`src/rtl/reg_write_arbiter.sv`:
```
`default_nettype none
// ============================================================================
//  Module      : reg_write_arbiter
//  Description : Round-robin arbiter that lets NUM_REQ requesters share a
//                single DATA_W-bit register. Each accepted write locks the
//                register for HOLD_CYCLES cycles before the next write.
//  Revision    : 1.0 - initial release
// ============================================================================
module reg_write_arbiter #(
    parameter int NUM_REQ     = 4,
    parameter int DATA_W      = 3,
    parameter int HOLD_CYCLES = 2
) (
    input  logic                       clk,
    input  logic                       rst_n,
    input  logic [NUM_REQ-1:0]         req_valid,
    input  logic [NUM_REQ*DATA_W-1:0]  req_data,
    output logic [NUM_REQ-1:0]         req_ready,
    output logic [DATA_W-1:0]          q,
    output logic                       q_valid,
    output logic [$clog2(NUM_REQ)-1:0] grant_id,
    output logic                       busy
);

    localparam int ID_W  = $clog2(NUM_REQ);
    localparam int CNT_W = (HOLD_CYCLES > 1) ? $clog2(HOLD_CYCLES) : 1;

    // Counter load value on entering HOLD; unused when HOLD_CYCLES is 0.
    localparam logic [CNT_W-1:0] c_HOLD_LOAD =
        (HOLD_CYCLES > 0) ? CNT_W'(HOLD_CYCLES - 1) : '0;
    localparam logic [ID_W:0]    c_NUM_REQ   = (ID_W+1)'(NUM_REQ);
    localparam logic [ID_W-1:0]  c_LAST_ID   = ID_W'(NUM_REQ - 1);

    typedef enum logic [0:0] {
        S_IDLE = 1'b0,
        S_HOLD = 1'b1
    } state_t;

    state_t            r_state;
    logic [ID_W-1:0]   r_rr_ptr;
    logic [CNT_W-1:0]  r_hold_cnt;
    logic [DATA_W-1:0] r_q;
    logic              r_q_valid;
    logic [ID_W-1:0]   r_grant_id;
    logic              r_busy;

    logic              w_found;
    logic [ID_W-1:0]   w_winner;
    logic [ID_W:0]     w_idx;
    logic [ID_W-1:0]   w_next_ptr;
    logic [DATA_W-1:0] w_win_data;

    // Priority search starting at the round-robin pointer, wrapping modulo NUM_REQ.
    always_comb begin
        w_found  = 1'b0;
        w_winner = '0;
        w_idx    = '0;
        for (int k = 0; k < NUM_REQ; k++) begin
            w_idx = {1'b0, r_rr_ptr} + (ID_W+1)'(k);
            if (w_idx >= c_NUM_REQ) begin
                w_idx = w_idx - c_NUM_REQ;
            end
            if (!w_found && req_valid[w_idx[ID_W-1:0]]) begin
                w_found  = 1'b1;
                w_winner = w_idx[ID_W-1:0];
            end
        end
    end

    // Grant is only offered while IDLE and out of reset, so nothing can
    // handshake while the register is locked or being cleared.
    always_comb begin
        req_ready = '0;
        if (rst_n && (r_state == S_IDLE) && w_found) begin
            req_ready[w_winner] = 1'b1;
        end
    end

    assign w_next_ptr = (w_winner == c_LAST_ID) ? '0 : (w_winner + 1'b1);
    assign w_win_data = req_data[w_winner*DATA_W +: DATA_W];

    // Arbitration FSM: capture the winner in IDLE, then count down the lock.
    always_ff @(posedge clk or negedge rst_n) begin
        if (!rst_n) begin
            r_state    <= S_IDLE;
            r_rr_ptr   <= '0;
            r_hold_cnt <= '0;
            r_q        <= '0;
            r_q_valid  <= 1'b0;
            r_grant_id <= '0;
            r_busy     <= 1'b0;
        end else begin
            case (r_state)
                S_IDLE: begin
                    if (w_found) begin
                        r_q        <= w_win_data;
                        r_q_valid  <= 1'b1;
                        r_grant_id <= w_winner;
                        r_rr_ptr   <= w_next_ptr;
                        if (HOLD_CYCLES > 0) begin
                            r_state    <= S_HOLD;
                            r_busy     <= 1'b1;
                            r_hold_cnt <= c_HOLD_LOAD;
                        end
                    end
                end
                S_HOLD: begin
                    if (r_hold_cnt == '0) begin
                        r_state <= S_IDLE;
                        r_busy  <= 1'b0;
                    end else begin
                        r_hold_cnt <= r_hold_cnt - 1'b1;
                    end
                end
                default: begin
                    r_state <= S_IDLE;
                    r_busy  <= 1'b0;
                end
            endcase
        end
    end

    assign q        = r_q;
    assign q_valid  = r_q_valid;
    assign grant_id = r_grant_id;
    assign busy     = r_busy;

endmodule
`default_nettype wire
```
`config.mk`:
```
export PLATFORM = sky130hd
export DESIGN_NAME = reg_write_arbiter
export DESIGN_NICKNAME = d
export VERILOG_FILES = /design/src/rtl/reg_write_arbiter.sv
export SDC_FILE = /design/constraint.sdc
export NUM_CORES = 1
export LEC_CHECK = 0
export CAP_MARGIN = 20
export CORE_ASPECT_RATIO = 1.25
export CORE_MARGIN = 4
export CORE_UTILIZATION = 40
export CTS_CLUSTER_DIAMETER = 100
export DETAILED_ROUTE_END_ITERATION = 10
export DONT_BUFFER_PORTS = 1
export PLACE_DENSITY = 0.62
export SLEW_MARGIN = 5
export SYNTH_ARGS = -nofsm -noshare
export SYNTH_HDL_FRONTEND = slang
export SYNTH_SLANG_ARGS = --single-unit
```
`constraint.sdc`:
```
create_clock -name clk -period 3.5 [get_ports clk]
set_input_delay 0.7 -clock clk [delete_from_list [all_inputs] [get_ports clk]]
set_output_delay 0.7 -clock clk [all_outputs]
set_load 0.005 [all_outputs]
```
After elaboration in Yosys (flattened, before gate mapping):

Cells that the tools add are included.

* register bits: 11
* bits in latches: 0
* bits in writable memories: 0
* ROM bits: 0
* input port bits: 18
* output and inout bits: 11
* logic and storage cells: 75
* memories: 0

* $add $sub $neg: 9
* multiply operators: 1
* div/mod/pow operators: 0
* $lt $le $gt $ge: 10
* equal/unequal tests: 3
* shift-type cells: 1
* muxes and demuxes: 32
* bitwise gates (word level): 1
* reduce and logical (&&, ||, !) cells: 11

Operators with widths (count)
* 2-bit two-way mux: 9
* 2-bit by 3-bit less-than comparator with 1-bit output, second input constant: 5
* 1-bit two-way mux: 14
* 12-bit by 5-bit variable part select with 3-bit output: 1
* 3-bit greater-or-equal comparator, second input constant: 3
* 1-bit binary-select mux with 2-bit select: 4
* 2-bit by 1-bit subtractor with 2-bit output, second input constant: 4
* 2-bit by 2-bit adder with 3-bit output, second input constant: 2
* 1-bit logical AND: 6
* 1-bit one-hot mux with 2 select lines: 3
* 2-bit by 2-bit multiplier with 4-bit output, second input constant: 1
* 4-bit two-way mux: 1
* 2-bit inequality test, second input constant: 2
* 2-bit AND reduction: 2
* 2-bit by 1-bit adder with 3-bit output, second input constant: 1
* 2-bit by 3-bit greater-or-equal comparator with 1-bit output, second input constant: 1
* 1-bit zero test: 3
* 2-bit by 1-bit adder with 2-bit output, second input constant: 1
* 1-bit demux with 2-bit select: 1
* 2-bit == test, second input constant: 1
* 2-bit by 1-bit greater-or-equal comparator with 1-bit output, second input constant: 1
* 1-bit NOT: 1
* 1-bit subtractor, second input constant: 1

Logic depth before layout (Yosys ltp):

Gate-level depths: netlist of run 1.

* word-level depth: 19
* gate-level depth with buffers: 6

Worst setup path after synthesis of run 1:

Ideal clock, no wire load.

* kind: input to output
* start: input req_valid[3]
* end: output req_ready[1]
* arrival: 1552 ps
* slack: 1248 ps
* stages: 6
* path through: nand2b_1 a211oi_1 nor2_2 inv_1 ha_1 and3_1

* cells in the longest elaborated chain, start to end: 17

Ends and longest elaborated chain
* from (decl): line 16 `input logic [NUM_REQ-1:0] req_valid,`
* 1-bit binary-select mux with 2-bit select: line 63 `if (!w_found && req_valid[w_idx[ID_W-1:0]]) begin`
* 1-bit two-way mux (implied by the code): line 63
* 1-bit two-way mux: line 63
* 1-bit zero test: line 63
* 1-bit logical AND: line 63
* 1-bit two-way mux: line 63
* 1-bit zero test: line 63
* 1-bit logical AND: line 63
* [2 not listed]
* 1-bit logical AND: line 63
* 2-bit two-way mux *: line 63
* named net w_winner[1]: line 48 `logic [ID_W-1:0] w_winner;`
* 2-bit by 3-bit less-than comparator with 1-bit output (implied by the code) / 2-bit by 1-bit greater-or-equal comparator with 1-bit output (equally long branches): line 75 `req_ready[w_winner] = 1'b1;`
* 1-bit logical AND (implied by the code): line 75
* 1-bit two-way mux (implied by the code): line 75
* 1-bit demux with 2-bit select *: line 75
* 4-bit two-way mux *: line 74 `if (rst_n && (r_state == S_IDLE) && w_found) begin`
* to (decl): line 18 `output logic [NUM_REQ-1:0] req_ready,`

Mark *: on every way through the listed nets, which the timed path passes. The rest lies on a longest branch. The select of a mux whose other input is x is not followed.

Worst setup path after layout of run 1:

* start: register r_rr_ptr[1]
* end: output req_ready[2]

* cells in the longest elaborated chain, start to end: 19

Ends and longest elaborated chain
* from (decl): line 40 `logic [ID_W-1:0] r_rr_ptr;`
* from (signal assigned): line 99 `r_rr_ptr <= w_next_ptr;`
* parallel branches: the longest is 13 deep, another holds 2-bit by 1-bit adder with 3-bit output
* 2-bit two-way mux *: line 63
* named net w_winner[0]: line 48
* 2-bit by 3-bit less-than comparator with 1-bit output (implied by the code) / 2-bit by 1-bit greater-or-equal comparator with 1-bit output (equally long branches): line 75
* 1-bit logical AND (implied by the code): line 75
* 1-bit two-way mux (implied by the code): line 75
* 1-bit demux with 2-bit select *: line 75
* 4-bit two-way mux *: line 74

Mark *: on every way through the listed nets, which the timed path passes. The select of a mux whose other input is x is not followed.

==> results of run 1 <==
-- flip-flops by register name, indices dropped and copies added, names as in the netlist --
| register | cells |
|---|---|
| grant_id | 2 |
| r_rr_ptr | 2 |
| q_valid | 1 |
| busy | 1 |
| q | 3 |
| r_state | 1 |
| r_hold_cnt | 1 |
-- layout make-up --
cell class | count | area, um2
Clock buffer | 4 | 26.3
Sequential cell | 11 | 275
Tap cell | 18 | 22.5
Multi-Input combinational cell | 61 | 407
Fill cell | 169 | 863
Inverter | 2 | 7.51
-- worst reg2reg max path: stages (launching register included) --
cell and delay (ps):
dfrtp_1 450, mux2i_1 290, o2bb2ai_2 200, o21ai_0 150, a211o_1 340, o211ai_2 80
-- power by group --
group          leakage (uW)  switching, uW  internal, uW  total, uW
Combinational      0.000201            138           107        245
Clock             0.0000150           39.0          44.1       83.1
Sequential         0.000129           56.5           186        242
Total              0.000345            234           337        571
-- metrics by stage --
| step | utilization | instance area, um2 | hold slack [ps] | worst slack [ps] | total power, uW |
|---|---|---|---|---|---|
| finish | 0.461 | 738 | 126 | 1060 | 571 |
| global route | 0.461 | 738 | 113 | 927 | 629 |
| CTS | 0.461 | 738 | 119 | 1050 | 581 |
| detailed placement | 0.445 | 712 | 405 | 1130 | 495 |
| global placement | 0.445 | 712 | 405 | 1180 | 483 |
| floorplan | - | 694 | 404 | 1250 | 443 |
-- synth_stat cells --
| cell | count |
|---|---|
| o2bb2ai_2 | 1 |
| inv_1 | 2 |
| nor2_4 | 1 |
| ha_1 | 4 |
| o21ai_0 | 3 |
| a21oi_2 | 1 |
| dfrtp_1 | 11 |
| nor3_1 | 1 |
| nor3b_1 | 1 |
| a2bb2oi_1 | 1 |
| a21oi_1 | 3 |
| nor2_2 | 1 |
| a211o_1 | 3 |
| and3_1 | 4 |
| nand2b_1 | 3 |
| nor2_1 | 7 |
| o211ai_2 | 1 |
| nand3_1 | 3 |
| mux2_2 | 1 |
| o211ai_1 | 2 |
| nand2_1 | 12 |
| buf_2 | 1 |
| or2_2 | 1 |
| mux2i_1 | 4 |
| a211oi_1 | 1 |
| a21o_1 | 2 |
-- kinds of logic after synthesis --
kind of cell               Yosys count  synth area share
muxes                                5            0.0739
adders and majority gates            4            0.0721
AOI/OAI and AO/OA                   18             0.200
buffers and inverters                3            0.0180
and+or+nand+nor                     34             0.240
DFF                                 11             0.396
-- worst min path at each step --
stage / slack [ps] / depth (start not counted) / to / startpoint
floorplan: 400 / 0 / busy$_DFFE_PN0P_ / rst_n
detailed placement: 400 / 0 / busy$_DFFE_PN0P_ / rst_n
global placement: 400 / 0 / q_valid$_DFFE_PN0P_ / rst_n
global route: 110 / 0 / r_rr_ptr[0]$_DFFE_PN0P_ / rst_n
finish: 130 / 0 / q[0]$_DFFE_PN0P_ / rst_n
CTS: 120 / 0 / grant_id[1]$_DFFE_PN0P_ / rst_n
-- metal layers --
layer  share of wire  global-route usage  routed length, um
met1            0.43               0.164                614
met5               0                   0                  0
met3           0.085              0.0329                123
met2            0.47               0.212                683
met4           0.014              0.0732                 20
==> flow_metrics.py, run 1 <==
metrics = {
    "clock_tree": {
        "cts_buffers": 3,
        "hold_buffers": 0,
        "cts-root-buf": "clkbuf_4",
        "clk_latency_ps": 260,
        "cts_resized": 0,
        "cts_tree": "built",
        "clk_pin_slew_ps": 60,
        "post-cts-setup-buffer-count": 0,
        "cts.sinks": 11,
        "cts_buffer_depth": 2,
        "h-tree-depth": 1,
    },
    "timing": {
        "max_freq_mhz": 411,
        "fin_crit_ps": 2440,
        "worst_pin_slew_ps": 503,
        "rsz0062_at_grt": "false",
        "min_period_over_period": 0.696,
        "relSlewSlack": 0.665,
        "setup_viol": 0,
        "fin_tns_setup_ps": 0,
        "hold_viol_final": 0,
        "clock_skew_ps": 1.62,
        "slew_viol_final": 0,
    },
    "pwr": {
        "powerDensity_nw_per_um2": 773,
        "peakVddDrop_mv": 0.383,
        "leakagePower_uw": 0.000345,
    },
    "floorplan": {
        "die_h_um": 54.6,
        "die_area_um2": 2470,
        "ios": 29,
        "start_util": 0.434,
        "coreArea_um2": 1600,
        "die_x_um": 45.3,
        "core.rowCount": 16,
    },
    "route": {
        "ant_nets": 0,
        "drtIter0Drc": 1,
        "routed_wl_um": 1440,
        "num_vias": 559,
        "drt_pre_antenna_iters": 2,
        "drc_errors": 0,
        "wire_per_inst_um": 15.0,
        "vias_per_cell": 5.82,
    },
    "synthesis": {
        "yosysSeqAreaShare": 0.396,
        "synth_area_per_cell_um2": 9.26,
        "synth_area_leaders": "dfrtp_1 40%, ha_1 7.2%, nand2_1 6.5%, mux2i_1 5.8%, nor2_1 3.8%",
        "yosysWarnings": 0,
        "synth_area_um2": 694,
        "synth_nets": 97,
        "synth_top_area_share": 0.396,
        "ys_ff_latch": 11,
        "yosys.area.top_type": "dfrtp_1",
        "synthDistinctLibCells": 26,
        "synthCells": 75,
    },
    "global_routing": {
        "grt_pass1_wl_um": 2420,
        "grt.overflow.total": 0,
        "antenna_found_initial": 0,
        "grt_pass1_vias": 581,
        "track_usage": 0.134,
        "grt_max_degree": 16,
    },
    "placed_design": {
        "hpwl_um": 1210,
        "dp_cells": 92,
        "port_buffers": 0,
        "place_congestion": 0.765,
    },
    "worst_setup_path": {
        "start_kind": "flop",
        "reg2reg_depth": 5,
        "critical_path_arrival_ps": 1740,
        "critPathKind": "flop to output port",
        "worst-path-stages": 6,
        "rr_endpoint": "q[0]$_DFFE_PN0P_",
        "path_cells": "mux2i_1, o2bb2ai_2, nor2_4, inv_1, ha_1, and3_1",
        "cp_top_family": "flip-flops",
        "r2r_slack_ps": 1920,
        "path_max_fanout": 6,
        "cp.required_ps": 2800,
        "r2r_start": "r_rr_ptr[1]$_DFFE_PN0P_",
        "cp-endpoint": "req_ready[2]",
        "startpoint": "r_rr_ptr[1]$_DFFE_PN0P_",
        "slowest_stage": "dfrtp_1",
        "end_kind": "output port",
        "cp_num_buf_inv": 1,
        "crit_path_max_incr_delay_ps": 440,
    },
    "final_layout": {
        "drive_gt1_frac": 0.128,
        "final_nets": 101,
        "antennaDiodeCount": 0,
        "area_growth_pct": 6.31,
        "layoutNonFillerInstCount": 96,
        "mostFrequentLayoutCells": "12 x nand2_1, 11 x dfrtp_1, 7 x nor2_1",
        "mostFrequentLayoutCell": "nand2_1",
    },
    "job": {
        "max-cap-violations": 0,
    },
    "min_path": {
        "hold_class": "input pin to async pin",
    },
    "status": {
        "status": "completed",
    },
}
Power figures use the tool's default switching activity.
==> inputs of run 2 (changes only) <==
==> constraint.sdc (replaced) <==
create_clock -name clk -period 2.4 [get_ports clk]
set_input_delay 0.48 -clock clk [delete_from_list [all_inputs] [get_ports clk]]
set_output_delay 0.48 -clock clk [all_outputs]
set_load 0.005 [all_outputs]
==> run 2 against run 1 <==
Against the previous run: via count down 1.3%; design area is 1.5% higher; clock power grew 56%; total power increased by 49%; flip-flop and latch count is the same; routed wire length is 8.6% higher; first-iteration DRC count grew to 12 times the previous value; non-clock buffer count up 1; die area did not move; sequential power grew 46%.
==> flow_metrics.py, run 2 (synthesized netlist as in run 1, its figures left out) <==
metrics = {
    "route": {
        "drtIter0Drc": 12,
        "routed_wl_um": 1570,
        "num_vias": 552,
        "ant_nets": 0,
        "wire_per_inst_um": 16.1,
        "vias_per_cell": 5.69,
        "drt_pre_antenna_iters": 4,
        "drc_errors": 0,
    },
    "timing": {
        "setup_viol": 0,
        "slew_viol_final": 0,
        "fin_tns_setup_ps": 0,
        "worst_pin_slew_ps": 525,
        "relSlewSlack": 0.650,
        "rsz0062_at_grt": "false",
        "max_freq_mhz": 449,
        "min_period_over_period": 0.928,
        "clock_skew_ps": 10.7,
        "hold_viol_final": 0,
        "fin_crit_ps": 2230,
    },
    "worst_setup_path": {
        "path_max_fanout": 7,
        "worst-path-stages": 6,
        "r2r_slack_ps": 850,
        "critPathKind": "flop to output port",
        "critical_path_arrival_ps": 1750,
        "path_cells": "nor3b_1, a211oi_1, nor2_2, inv_1, ha_1, and3_1",
        "cp_num_buf_inv": 1,
        "end_kind": "output port",
        "crit_path_max_incr_delay_ps": 460,
        "reg2reg_depth": 5,
        "start_kind": "flop",
        "cp.required_ps": 1920,
        "cp_top_family": "simple AND/OR/NAND/NOR gates",
        "slowest_stage": "dfrtp_1",
    },
    "floorplan": {
        "die_area_um2": 2470,
        "start_util": 0.434,
        "ios": 29,
        "coreArea_um2": 1600,
        "die_h_um": 54.6,
        "die_x_um": 45.3,
        "core.rowCount": 16,
    },
    "final_layout": {
        "mostFrequentLayoutCells": "12 x nand2_1, 11 x dfrtp_1, 7 x nor2_1",
        "drive_gt1_frac": 0.139,
        "final_nets": 102,
        "fin_area_um2": 749,
        "antennaDiodeCount": 0,
        "largest_reg_flops": 3,
        "n_fill_cell": 173,
        "area_growth_pct": 7.93,
        "mostFrequentLayoutCell": "nand2_1",
    },
    "global_routing": {
        "grt_pass1_wl_um": 2440,
        "grt.overflow.total": 0,
        "grt_pass1_vias": 532,
        "grt_max_degree": 12,
        "antenna_found_initial": 0,
        "track_usage": 0.140,
    },
    "clock_tree": {
        "clk_latency_ps": 280,
        "cts-root-buf": "clkbuf_4",
        "cts_buffers": 3,
        "cts_buffer_depth": 2,
        "cts_tree": "built",
        "post-cts-setup-buffer-count": 0,
        "clk_pin_slew_ps": 80,
        "hold_buffers": 1,
        "h-tree-depth": 1,
        "cts.sinks": 11,
        "cts_resized": 0,
    },
    "pwr": {
        "leakagePower_uw": 0.000352,
        "peakVddDrop_mv": 0.595,
        "power_uw": 852,
        "powerDensity_nw_per_um2": 1140,
    },
    "placed_design": {
        "place_congestion": 0.772,
        "hpwl_um": 1180,
        "port_buffers": 0,
        "place_area_um2": 712,
    },
    "min_path": {
        "hold_depth": 2,
        "hold_class": "input pin to flop",
    },
    "status": {
        "status": "completed",
    },
    "job": {
        "max-cap-violations": 0,
    },
}
run 2: changes by cell type in the layout (fill, tap and decap cells not counted), sizes merged:
cell         delta
clkbuf          -1
clkinv          +1
dlygate4sd3     +1
run 2: area by class of cell:
| cell class | instances | area (um2) | share of cell area |
|---|---|---|---|
| clock buffer | 3 | 22.5 | 0.0301 |
| clock inverter | 1 | 5.00 | 0.00668 |
| inverter | 2 | 7.51 | 0.0100 |
| multi-input combinational | 61 | 407 | 0.543 |
| sequential | 11 | 275 | 0.367 |
| tap | 18 | 22.5 | 0.0301 |
| timing repair buffer | 1 | 10.0 | 0.0134 |
run 2: per-layer routing:
metal / vias up / track usage / part of all wire
met5: - / 0 / 0
met4: 0 / 0.0878 / 0.017
met3: 4 / 0.0395 / 0.11
met2: 24 / 0.196 / 0.42
met1: 248 / 0.187 / 0.46
li1: 276 / - / -
run 2: metrics by stage:
| stage | cells | utilization | hold slack, ps | worst slack [ps] |
|---|---|---|---|---|
| 4_1_cts | 97 | 0.468 | 440 | 179 |
| 2_1_floorplan | 75 | - | 184 | 588 |
| 3_5_place_dp | 92 | 0.445 | 185 | 471 |
| 6_report | 97 | 0.468 | 439 | 172 |
| 5_1_grt | 97 | 0.468 | 471 | 37.8 |
| 3_3_place_gp | 92 | 0.445 | 185 | 486 |
run 2: final timing paths:
path | end | startpoint
max in group asynchronous | q[2]$_DFFE_PN0P_ | rst_n
worst min-delay path | q[2]$_DFFE_PN0P_ | req_data[8]
worst max-delay path | req_ready[1] | r_rr_ptr[0]$_DFFE_PN0P_
min in group asynchronous | q_valid$_DFFE_PN0P_ | rst_n
worst max register to register | q[0]$_DFFE_PN0P_ | r_rr_ptr[1]$_DFFE_PN0P_
worst min register to register | q_valid$_DFFE_PN0P_ | q_valid$_DFFE_PN0P_
run 2: power by group:
part | leakage, uW | switching (uW) | internal [uW] | total [uW]
registers | 0.000129 | 82.3 | 271 | 353
logic | 0.000205 | 211 | 158 | 369
clock network | 0.0000177 | 68.1 | 61.8 | 130
==> inputs of run 3 (changes only) <==
--- a/config.mk
+++ b/config.mk
@@ -6,13 +6,13 @@
 export NUM_CORES = 1
 export LEC_CHECK = 0
 export CAP_MARGIN = 20
-export CORE_ASPECT_RATIO = 1.25
 export CORE_MARGIN = 4
-export CORE_UTILIZATION = 40
+export CORE_UTILIZATION = 45
 export CTS_CLUSTER_DIAMETER = 100
 export DETAILED_ROUTE_END_ITERATION = 10
 export DONT_BUFFER_PORTS = 1
-export PLACE_DENSITY = 0.62
+export PLACE_DENSITY = 0.68
+export RECOVER_POWER = 100
 export SLEW_MARGIN = 5
 export SYNTH_ARGS = -nofsm -noshare
 export SYNTH_HDL_FRONTEND = slang
==> run 3 against run 2 <==
Against the previous run: maximum frequency rose by 1.2%; global-route usage grew 1.8 points; flip-flop and latch count unchanged; worst setup slack better by 27 ps; via count up 2.7%; register-to-register slack worse by 60 ps; combinational power down 2%; first-iteration DRC count shrank 67%; clock power decreased by 5%; sequential share of layout area rose by 0.50 points; hold slack improved by 12 ps; design area fell by 1.3%.
==> flow_metrics.py, run 3 (synthesized netlist as in run 1, its figures left out) <==
metrics = {
    "timing": {
        "worst_slack_ps": 199,
        "min_period_over_period": 0.917,
        "clock_skew_ps": 1.77,
        "worst_pin_slew_ps": 507,
        "relSlewSlack": 0.662,
        "hold_viol_final": 0,
        "fin_crit_ps": 2200,
        "fin_tns_setup_ps": 0,
        "slew_viol_final": 0,
        "max_freq_mhz": 454,
        "rsz0062_at_grt": "false",
        "setup_viol": 0,
    },
    "final_layout": {
        "area_growth_pct": 6.49,
        "layoutNonFillerInstCount": 94,
        "mostFrequentLayoutCell": "nand2_1",
        "largest_reg_flops": 3,
        "drive_gt1_frac": 0.114,
        "n_fill_cell": 134,
        "post-route-util": 0.535,
        "mostFrequentLayoutCells": "12 x nand2_1, 11 x dfrtp_1, 7 x nor2_1",
        "antennaDiodeCount": 0,
        "final_nets": 102,
    },
    "pwr": {
        "peakVddDrop_mv": 0.606,
        "p_switching_uw": 347,
        "pwr-share-comb": 0.431,
        "pwr-share-clk": 0.147,
        "powerDensity_nw_per_um2": 1130,
        "sw_frac_of_total": 0.415,
        "power_uw": 836,
        "leakagePower_uw": 0.000344,
        "intPower_uw": 489,
        "power_frac_seq": 0.422,
    },
    "clock_tree": {
        "h-tree-depth": 1,
        "cts_resized": 0,
        "cts-root-buf": "clkbuf_4",
        "cts_tree": "built",
        "clk_pin_slew_ps": 60,
        "clk_latency_ps": 270,
        "post-cts-setup-buffer-count": 0,
        "cts_buffer_depth": 2,
        "cts_buffers": 3,
        "cts.sinks": 11,
    },
    "placed_design": {
        "dp_cells": 89,
        "hpwl_um": 1190,
        "place_ws_ps": 485,
        "place_congestion": 0.821,
        "port_buffers": 0,
    },
    "global_routing": {
        "grt_max_degree": 12,
        "track_usage": 0.158,
        "grt_pass1_vias": 540,
        "grt_pass1_wl_um": 2370,
        "antenna_found_initial": 0,
        "grt.overflow.total": 0,
    },
    "min_path": {
        "hold_class": "input pin to flop",
        "hold_depth": 2,
    },
    "floorplan": {
        "coreArea_um2": 1380,
        "ios": 29,
        "core.rowCount": 13,
        "die_x_um": 47.3,
        "die_area_um2": 2240,
        "start_util": 0.502,
        "die_h_um": 47.3,
    },
    "route": {
        "drc_errors": 0,
        "ant_nets": 0,
        "drtIter0Drc": 4,
        "num_vias": 567,
        "wire_per_inst_um": 16.2,
        "routed_wl_um": 1520,
        "drt_pre_antenna_iters": 4,
        "vias_per_cell": 6.03,
    },
    "worst_setup_path": {
        "r2r_slack_ps": 790,
        "start_kind": "flop",
        "path_max_fanout": 6,
        "reg2reg_depth": 5,
        "r2r_start": "r_rr_ptr[1]$_DFFE_PN0P_",
        "startpoint": "r_rr_ptr[1]$_DFFE_PN0P_",
        "cp-endpoint": "req_ready[2]",
        "cp.required_ps": 1920,
        "critical_path_arrival_ps": 1720,
        "end_kind": "output port",
        "rr_endpoint": "q[0]$_DFFE_PN0P_",
        "critPathKind": "flop to output port",
    },
    "job": {
        "max-cap-violations": 0,
    },
    "status": {
        "status": "completed",
    },
}
[run 3: cell count changes in the layout (fill, tap and decap cells not counted)]
cell	change
o211ai_1	+1
o211ai_2	-1
clkbuf_1	+1
clkinv_2	-1
[run 3: how the worst min path moves through the flow]
stage / endpoint / start / slack, ps
2_1_floorplan: busy$_DFFE_PN0P_ / rst_n / 180
3_3_place_gp: q_valid$_DFFE_PN0P_ / rst_n / 180
3_5_place_dp: q_valid$_DFFE_PN0P_ / rst_n / 180
4_1_cts: q[1]$_DFFE_PN0P_ / req_data[7] / 450
5_1_grt: q[2]$_DFFE_PN0P_ / req_data[8] / 470
6_report: q[1]$_DFFE_PN0P_ / req_data[7] / 450
[run 3: cell type report]
| cell class | count | area (um2) | share of cell area |
|---|---|---|---|
| clock buffer | 4 | 26.3 | 0.0355 |
| inverter | 2 | 7.51 | 0.0102 |
| multi-input combinational | 61 | 402 | 0.543 |
| sequential | 11 | 275 | 0.372 |
| tap | 15 | 18.8 | 0.0254 |
| timing repair buffer | 1 | 10.0 | 0.0135 |
[run 3: per-layer routing]
layer / share of wire / routed length, um / GRT usage / up-vias
met5: 0 / 0 / 0 / -
li1: - / - / - / 274
met4: 0.022 / 34 / 0.0994 / 0
met1: 0.45 / 687 / 0.195 / 267
met2: 0.44 / 663 / 0.238 / 22
met3: 0.091 / 138 / 0.0498 / 4
[run 3: power by group through the flow]
stage / Clock, uW / Combinational [uW] / Sequential (uW)
3_5_place_dp: 0 / 365 / 356
2_1_floorplan: 0 / 309 / 337
3_3_place_gp: 0 / 354 / 356
4_1_cts: 126 / 370 / 354
5_1_grt: 133 / 414 / 370
6_report: 123 / 360 / 353
[run 3: critical path: stages, from the launching register on]
cell	delay (ps)
dfrtp_1	440
mux2i_1	170
o2bb2ai_2	190
nor2_4	220
inv_1	90
ha_1	190
and3_1	150
[run 3: metrics by stage]
stage | instance area, um2 | hold slack, ps
3_5_place_dp | 708 | 185
4_1_cts | 744 | 447
5_1_grt | 739 | 475
3_3_place_gp | 708 | 185
6_report | 739 | 451
2_1_floorplan | 694 | 184
[run 3: timing repair]
item	CTS	global route
hold buffers	1	0
endpoints found under the hold margin	11	0
endpoints found under the setup margin	0	0
